===== src/rtl/fetch_unit.sv =====
// MIPS instruction fetch: holds the PC, fetches over a req/ready handshake and computes the next PC on retire.
// One FETCH cycle minimum per word; waits in HOLD until instr_done, errors out if memory stalls for TIMEOUT cycles.
module fetch_unit #(
    parameter logic [31:0] RESET_PC = 32'h0000_0000,
    parameter int          TIMEOUT  = 16
) (
    input  logic        clk,
    input  logic        rst_n,
    output logic        imem_req,
    output logic [31:0] imem_addr,
    input  logic [31:0] imem_rdata,
    input  logic        imem_ready,
    output logic [31:0] instr,
    output logic [5:0]  opcode,
    output logic        instr_valid,
    output logic [31:0] pc,
    output logic [31:0] pc_plus4,
    input  logic        instr_done,
    input  logic        beq,
    input  logic        bne,
    input  logic        j,
    input  logic        jal,
    input  logic        jr,
    input  logic        zero,
    input  logic [31:0] jr_target,
    output logic [31:0] retired,
    output logic        fetch_err,
    output logic        addr_err
);

    localparam int CW = (TIMEOUT > 1) ? $clog2(TIMEOUT) : 1;
    localparam logic [CW-1:0] TMAX = CW'(TIMEOUT - 1);

    typedef enum logic [1:0] {IDLE, FETCH, HOLD, ERR} state_t;

    state_t          state;
    logic [CW-1:0]   tcnt;
    logic [31:0]     next_pc;
    logic [31:0]     br_off;
    logic            jr_mis;

    assign imem_req  = (state == FETCH);
    assign imem_addr = pc;
    assign opcode    = instr[31:26];
    assign pc_plus4  = pc + 32'd4;
    assign jr_mis    = (jr_target[1:0] != 2'b00);

    always_comb begin
        br_off  = {{14{instr[15]}}, instr[15:0], 2'b00};
        next_pc = pc_plus4;
        if (jr)
            next_pc = {jr_target[31:2], 2'b00};
        else if (j || jal)
            next_pc = {pc_plus4[31:28], instr[25:0], 2'b00};
        else if ((beq && zero) || (bne && !zero))
            next_pc = pc_plus4 + br_off;
    end

    always_ff @(posedge clk or negedge rst_n) begin
        if (!rst_n) begin
            state       <= IDLE;
            pc          <= RESET_PC;
            instr       <= 32'd0;
            instr_valid <= 1'b0;
            retired     <= 32'd0;
            fetch_err   <= 1'b0;
            addr_err    <= 1'b0;
            tcnt        <= '0;
        end else begin
            case (state)
                IDLE: begin
                    state <= FETCH;
                    tcnt  <= '0;
                end
                FETCH: begin
                    // ready on the last allowed cycle still counts as success
                    if (imem_ready) begin
                        instr       <= imem_rdata;
                        instr_valid <= 1'b1;
                        state       <= HOLD;
                    end else if (tcnt == TMAX) begin
                        fetch_err <= 1'b1;
                        state     <= ERR;
                    end else begin
                        tcnt <= tcnt + 1'b1;
                    end
                end
                HOLD: begin
                    if (instr_done) begin
                        pc          <= next_pc;
                        retired     <= retired + 32'd1;
                        instr_valid <= 1'b0;
                        tcnt        <= '0;
                        state       <= FETCH;
                        if (jr && jr_mis)
                            addr_err <= 1'b1;
                    end
                end
                ERR: begin
                    fetch_err   <= 1'b1;
                    instr_valid <= 1'b0;
                end
                default: state <= IDLE;
            endcase
        end
    end

endmodule


===== config.mk =====
export PLATFORM = sky130hd
export DESIGN_NAME = fetch_unit
export DESIGN_NICKNAME = d
export VERILOG_FILES = /design/src/rtl/fetch_unit.sv
export SDC_FILE = /design/constraint.sdc
export NUM_CORES = 1
export LEC_CHECK = 0
export ABC_AREA = 1
export CAP_MARGIN = 20
export CORE_MARGIN = 4
export CORE_UTILIZATION = 53
export DETAILED_ROUTE_END_ITERATION = 16
export HOLD_SLACK_MARGIN = 0.05
export PLACE_DENSITY = 0.88
export SKIP_CTS_REPAIR_TIMING = 1
export SYNTH_ARGS = -nofsm -noshare
export SYNTH_HDL_FRONTEND = slang
export SYNTH_SLANG_ARGS = --single-unit

===== constraint.sdc =====
create_clock -name clk -period 5.1 [get_ports clk]
set_input_delay 1.02 -clock clk [delete_from_list [all_inputs] [get_ports clk]]
set_output_delay 1.02 -clock clk [all_outputs]
set_load 0.1 [all_outputs]

# Word level (Yosys, flattened, before mapping)
# Cells that the tools add are included.
# W data, S select, Z words.
# word_totals
regBits	105
output_inout_bits	170
# op_classes
add_sub_neg	4
n_eq_ne	10
n_mux	17
n_reduce_logical	18
# op_table
op	count
$mux W32	3
$add A32 B1 Y32 const B	1
$add A32 B3 Y32 const B	1
$add A32 B32 Y32	1
$mux W4	3
$pmux W4 S3	1
$reduce_and A3 Y1	4
$mux W2	3
$ne A2 B2 Y1 const B	3
$pmux W2 S3	1
$reduce_bool A3 Y1	2
$add A4 B1 Y4 const B	1
$eq A2 B2 Y1 const B	2
$eq A4 B4 Y1 const B	1
$mux W1	4
$ne A2 B1 Y1 const B	2
$reduce_and A2 Y1	2
$reduce_and A4 Y1	1
$reduce_bool A2 Y1	2
$logic_and A1 B1 Y1	3
$ne A3 B1 Y1 const B	1
$pmux W1 S3	1
$eq A2 B1 Y1 const B	1
$logic_not A2 Y1	1
3 further kinds	4

# Logic depth before layout (Yosys ltp)
# logic_depth
word_depth	6
depth_mapped	23
mapped_depth_nobuf	23

# Least setup slack after synthesis
# No wires, ideal clock.
# synth_timing
path_type	reg2reg
start	register pc[2] (netlist: imem_addr[2])
end	register pc[30] (netlist: imem_addr[30])
setup_ns	0.123
t_arrival_ns	5.364
path_slack_ns	-0.388
stages_incl_launch_ff	18
period_less_slack_ns	5.488
cell_sequence	dfrtp_1 > inv_1 > nor2_1 > nand4_1 > xnor2_1 > ha_1 > nand2_1 > inv_1 > nand2_1 > nand2_1 > a21oi_1 > nor2_1 > nor2_1 > nand2_1 > nand2_1 > nand3_1 > nand2_1 > a21oi_1
# synth_via
elab_chain_len	5
# synth_rtl
item	line	rtl
start, declared	16	output logic [31:0] pc,
start signal, assigned	90	pc <= next_pc;
$add A32 B3 Y32	45	assign pc_plus4 = pc + 32'd4;
via pc_plus4[2]	17	output logic [31:0] pc_plus4,
$add A32 B32 Y32	56	next_pc = pc_plus4 + br_off;
$mux W32	55	else if ((beq && zero) || (bne && !zero))
$mux W32	53	else if (j || jal)
$mux W32	51	if (jr)
# The timed path passes the listed nets, and every way through them passes these cells.
# A chain may end at the register's enable or synchronous reset.

# Worst setup path after layout
# layout_timing
start	register pc[7] (netlist: imem_addr[7])
end	output pc_plus4[23]
# layout_via
elab_chain_len	1
# layout_rtl
item	line
$add A32 B3 Y32	45
end, declared	17
# Every way passes these cells.

==> out/metrics.cfg <==
[logic_synthesis]
dominantRegCellSynth=dfrtp_1
netlist-cell-type-count=44
share_of_synthesized_registers_carrying_an_async_set_or_reset_pct=100
synth_area_per_cell_sq_um=6.60
synth_seq_area_share_pct=30.0
syn-instance-count=1301
netlist_area_sq_um=8590
number_of_flops_mapped_to_enable_cells_by_yosys=0
synth.yosys.warnings=0
ys_seq_elements=103

[finish]
area_growth_syn_to_layout_pct=30.5
layout_commonest_cell=nand2_1
antenna_cells=0
final_layout_size_suffix_gt1_share_pct=5.67
final_net_count=1609
most-common-layout-cells=nand2_1, clkdlybuf4s50_1, inv_1, nor2_1, dfrtp_1

[timing]
timing.setup.tns_ns=0
slew_headroom_pct=28.3
finalClockSkew_ns=0.00914
finalSetupViolations=0
finalCriticalPeriod_ns=4.25
slew_violations=0
grt_setup_unrepaired=no
period_share_pct=83.4
timing.fmax_ghz=0.235
fin_worst_hold_slack_ns=0.474
timing.final.hold_violations=0
worst_pin_slew_ns=1.07

[clocking]
clockRootBuffer=clkbuf_16
tritoncts_clock_tree=yes
cts-buffers-inserted=9
clk-insertion-delay-late_ns=0.36
cts_num_sinks=103
ctsLongestPathBuffers=2
cts.reportedPaths.clkPinSlew_ns=0.07
cts.htree.levels=3

[floorplan]
die-height_um=135
initial_utilization_pct=54.0
coreArea_sq_um=15900
rows=46
dieWidth_um=135
ioPinCount=244
die_area_sq_um=18300

[drt]
route.detailed.drc=0
wirelength_um=30100
vias_per_cell=5.42
route.vias.total=9293
starting_drc_count_in_detailed_routing=781
final_antenna_net_count=0
wl_per_cell_um=17.5
first_pass_iters=5

[grt]
grt_first_pass_wirelength_um=46800
grt.overflow.total=0
groute.usage.overall_pct=32.7
maximum_number_of_pins_on_one_net_before_global_route_repair=68
grt_antenna_before_repair=0
grt_pass1_vias=8884

[worst_hold_path]
timing.hold.worst.class=reg2reg

[run]
timing.max_cap.violations=0

[critical_path]
startpoint_type=flop
crit_arrival_ns=3.23
cp_cell_sequence=nand2_1, nor2_1, nand2_1, nor2_2, nand3_1, xor2_1, inv_1, clkdlybuf4s50_1
critical_path_peak_fanout=6
worstSetupEndpointType=output pin
critical_path_class=reg2out
most_frequent_cell_on_the_critical_path=nand2_1
cp_data_required_time_ns=4.08
worst_path_max_delay_cell=clkdlybuf4s50_1
critical_path.max_stage_delay_ns=1.16

[placement]
port-buffer-count=237
half_perimeter_wire_length_of_the_detailed_placement_result_um=24100
globalplace.congestion=1.02

[outcome]
outcome=finished clean

[worst max-delay path: cells and delay by family, from the launching register on]
kind,cells,cell delay [ns]
flip-flops,1,0.49
buffers and inverters,2,1.33
AND/OR/NAND/NOR,5,0.88
XOR/XNOR,1,0.17
[path summary, 6_finish.rpt]
check                                         start                        end  slack, ns  cells past startpoint
setup / recovery           imem_addr[7]$_DFFE_PN0P_               pc_plus4[23]       0.85                      8
hold / removal              retired[31]$_DFFE_PN0P_    retired[31]$_DFFE_PN0P_       0.47                      1
setup reg to reg           imem_addr[2]$_DFFE_PN0P_  imem_addr[13]$_DFFE_PN0P_       1.32                     20
hold reg to reg             retired[31]$_DFFE_PN0P_    retired[31]$_DFFE_PN0P_       0.47                      1
max in group asynchronous                     rst_n    retired[22]$_DFFE_PN0P_       3.33                      2
min in group asynchronous                     rst_n    instr_valid$_DFFE_PN0P_       0.76                      1
[registers in the layout (all words and copies together) (netlist names)]
signal and flops:
addr_err 1, fetch_err 1, imem_addr 30, instr 32
instr_valid 1, retired 32, state 2, tcnt 4
[cells by family after synthesis]
kind of cell             count (synthesis)  synth area share, %
adder cells (fa/ha/maj)                 39                 5.77
other                                    1               0.0437
buffers and inverters                  240                 12.4
XOR/XNOR                                50                 5.10
AO/OA/AOI/OAI                          128                 8.15
multiplexers                            29                 3.80
flip-flops                             103                 30.0
AND/OR/NAND/NOR                        711                 34.8
[synth_stat cells, types with 2 or more instances]
cell type | n | share of area (%)
a21o_1 | 5 | 0.44
a21oi_1 | 72 | 4.2
and2_1 | 8 | 0.58
buf_2 | 2 | 0.12
buf_4 | 42 | 3.7
clkbuf_1 | 23 | 1.0
dfrtp_1 | 103 | 30
ha_1 | 38 | 5.5
inv_1 | 171 | 7.5
mux2_2 | 29 | 3.8
nand2_1 | 419 | 18
nand2_2 | 5 | 0.36
nand3_1 | 70 | 4.1
nand4_1 | 14 | 1.0
nor2_1 | 148 | 6.5
nor2_2 | 3 | 0.22
nor2_4 | 4 | 0.52
nor3_1 | 18 | 1.0
nor3b_1 | 2 | 0.17
nor4_1 | 3 | 0.22
o211ai_1 | 7 | 0.61
o21ai_0 | 32 | 1.9
o21bai_1 | 6 | 0.52
or2_2 | 9 | 0.66
xnor2_1 | 19 | 1.9
xor2_1 | 31 | 3.2
[routing by layer]
metal  vias up  wire length [um]  track usage, %
li1       4436                 -               -
met1      4330             12400            42.7
met2       444             13900            53.4
met3        83              2700            7.65
met4         0              1090            11.7
met5         -                 0               0
[stage by stage]
step / cells / instance area [sq um] / utilization (%) / setup WS, ns
after floorplan: 1306 / 8610 / - / 0.256
after global placement: 1700 / 10900 / 68.6 / 1.27
after detailed placement: 1700 / 10900 / 68.6 / 1.24
after CTS: 1715 / 11200 / 70.4 / 0.871
after global routing: 1716 / 11200 / 70.5 / 0.596
final: 1716 / 11200 / 70.5 / 0.846
[layout make-up]
class                           count  area [sq um]
Sequential cell                   103          2580
Tap cell                          216           270
Clock buffer                       11           233
Clock inverter                      4          56.3
Inverter                          173           649
Multi-Input combinational cell    963          4970
Timing Repair Buffer              246          2440
Fill cell                        1336          4680
Power is not shown: default switching activity piles up to over one toggle a cycle in this logic, so the estimate is an artifact.
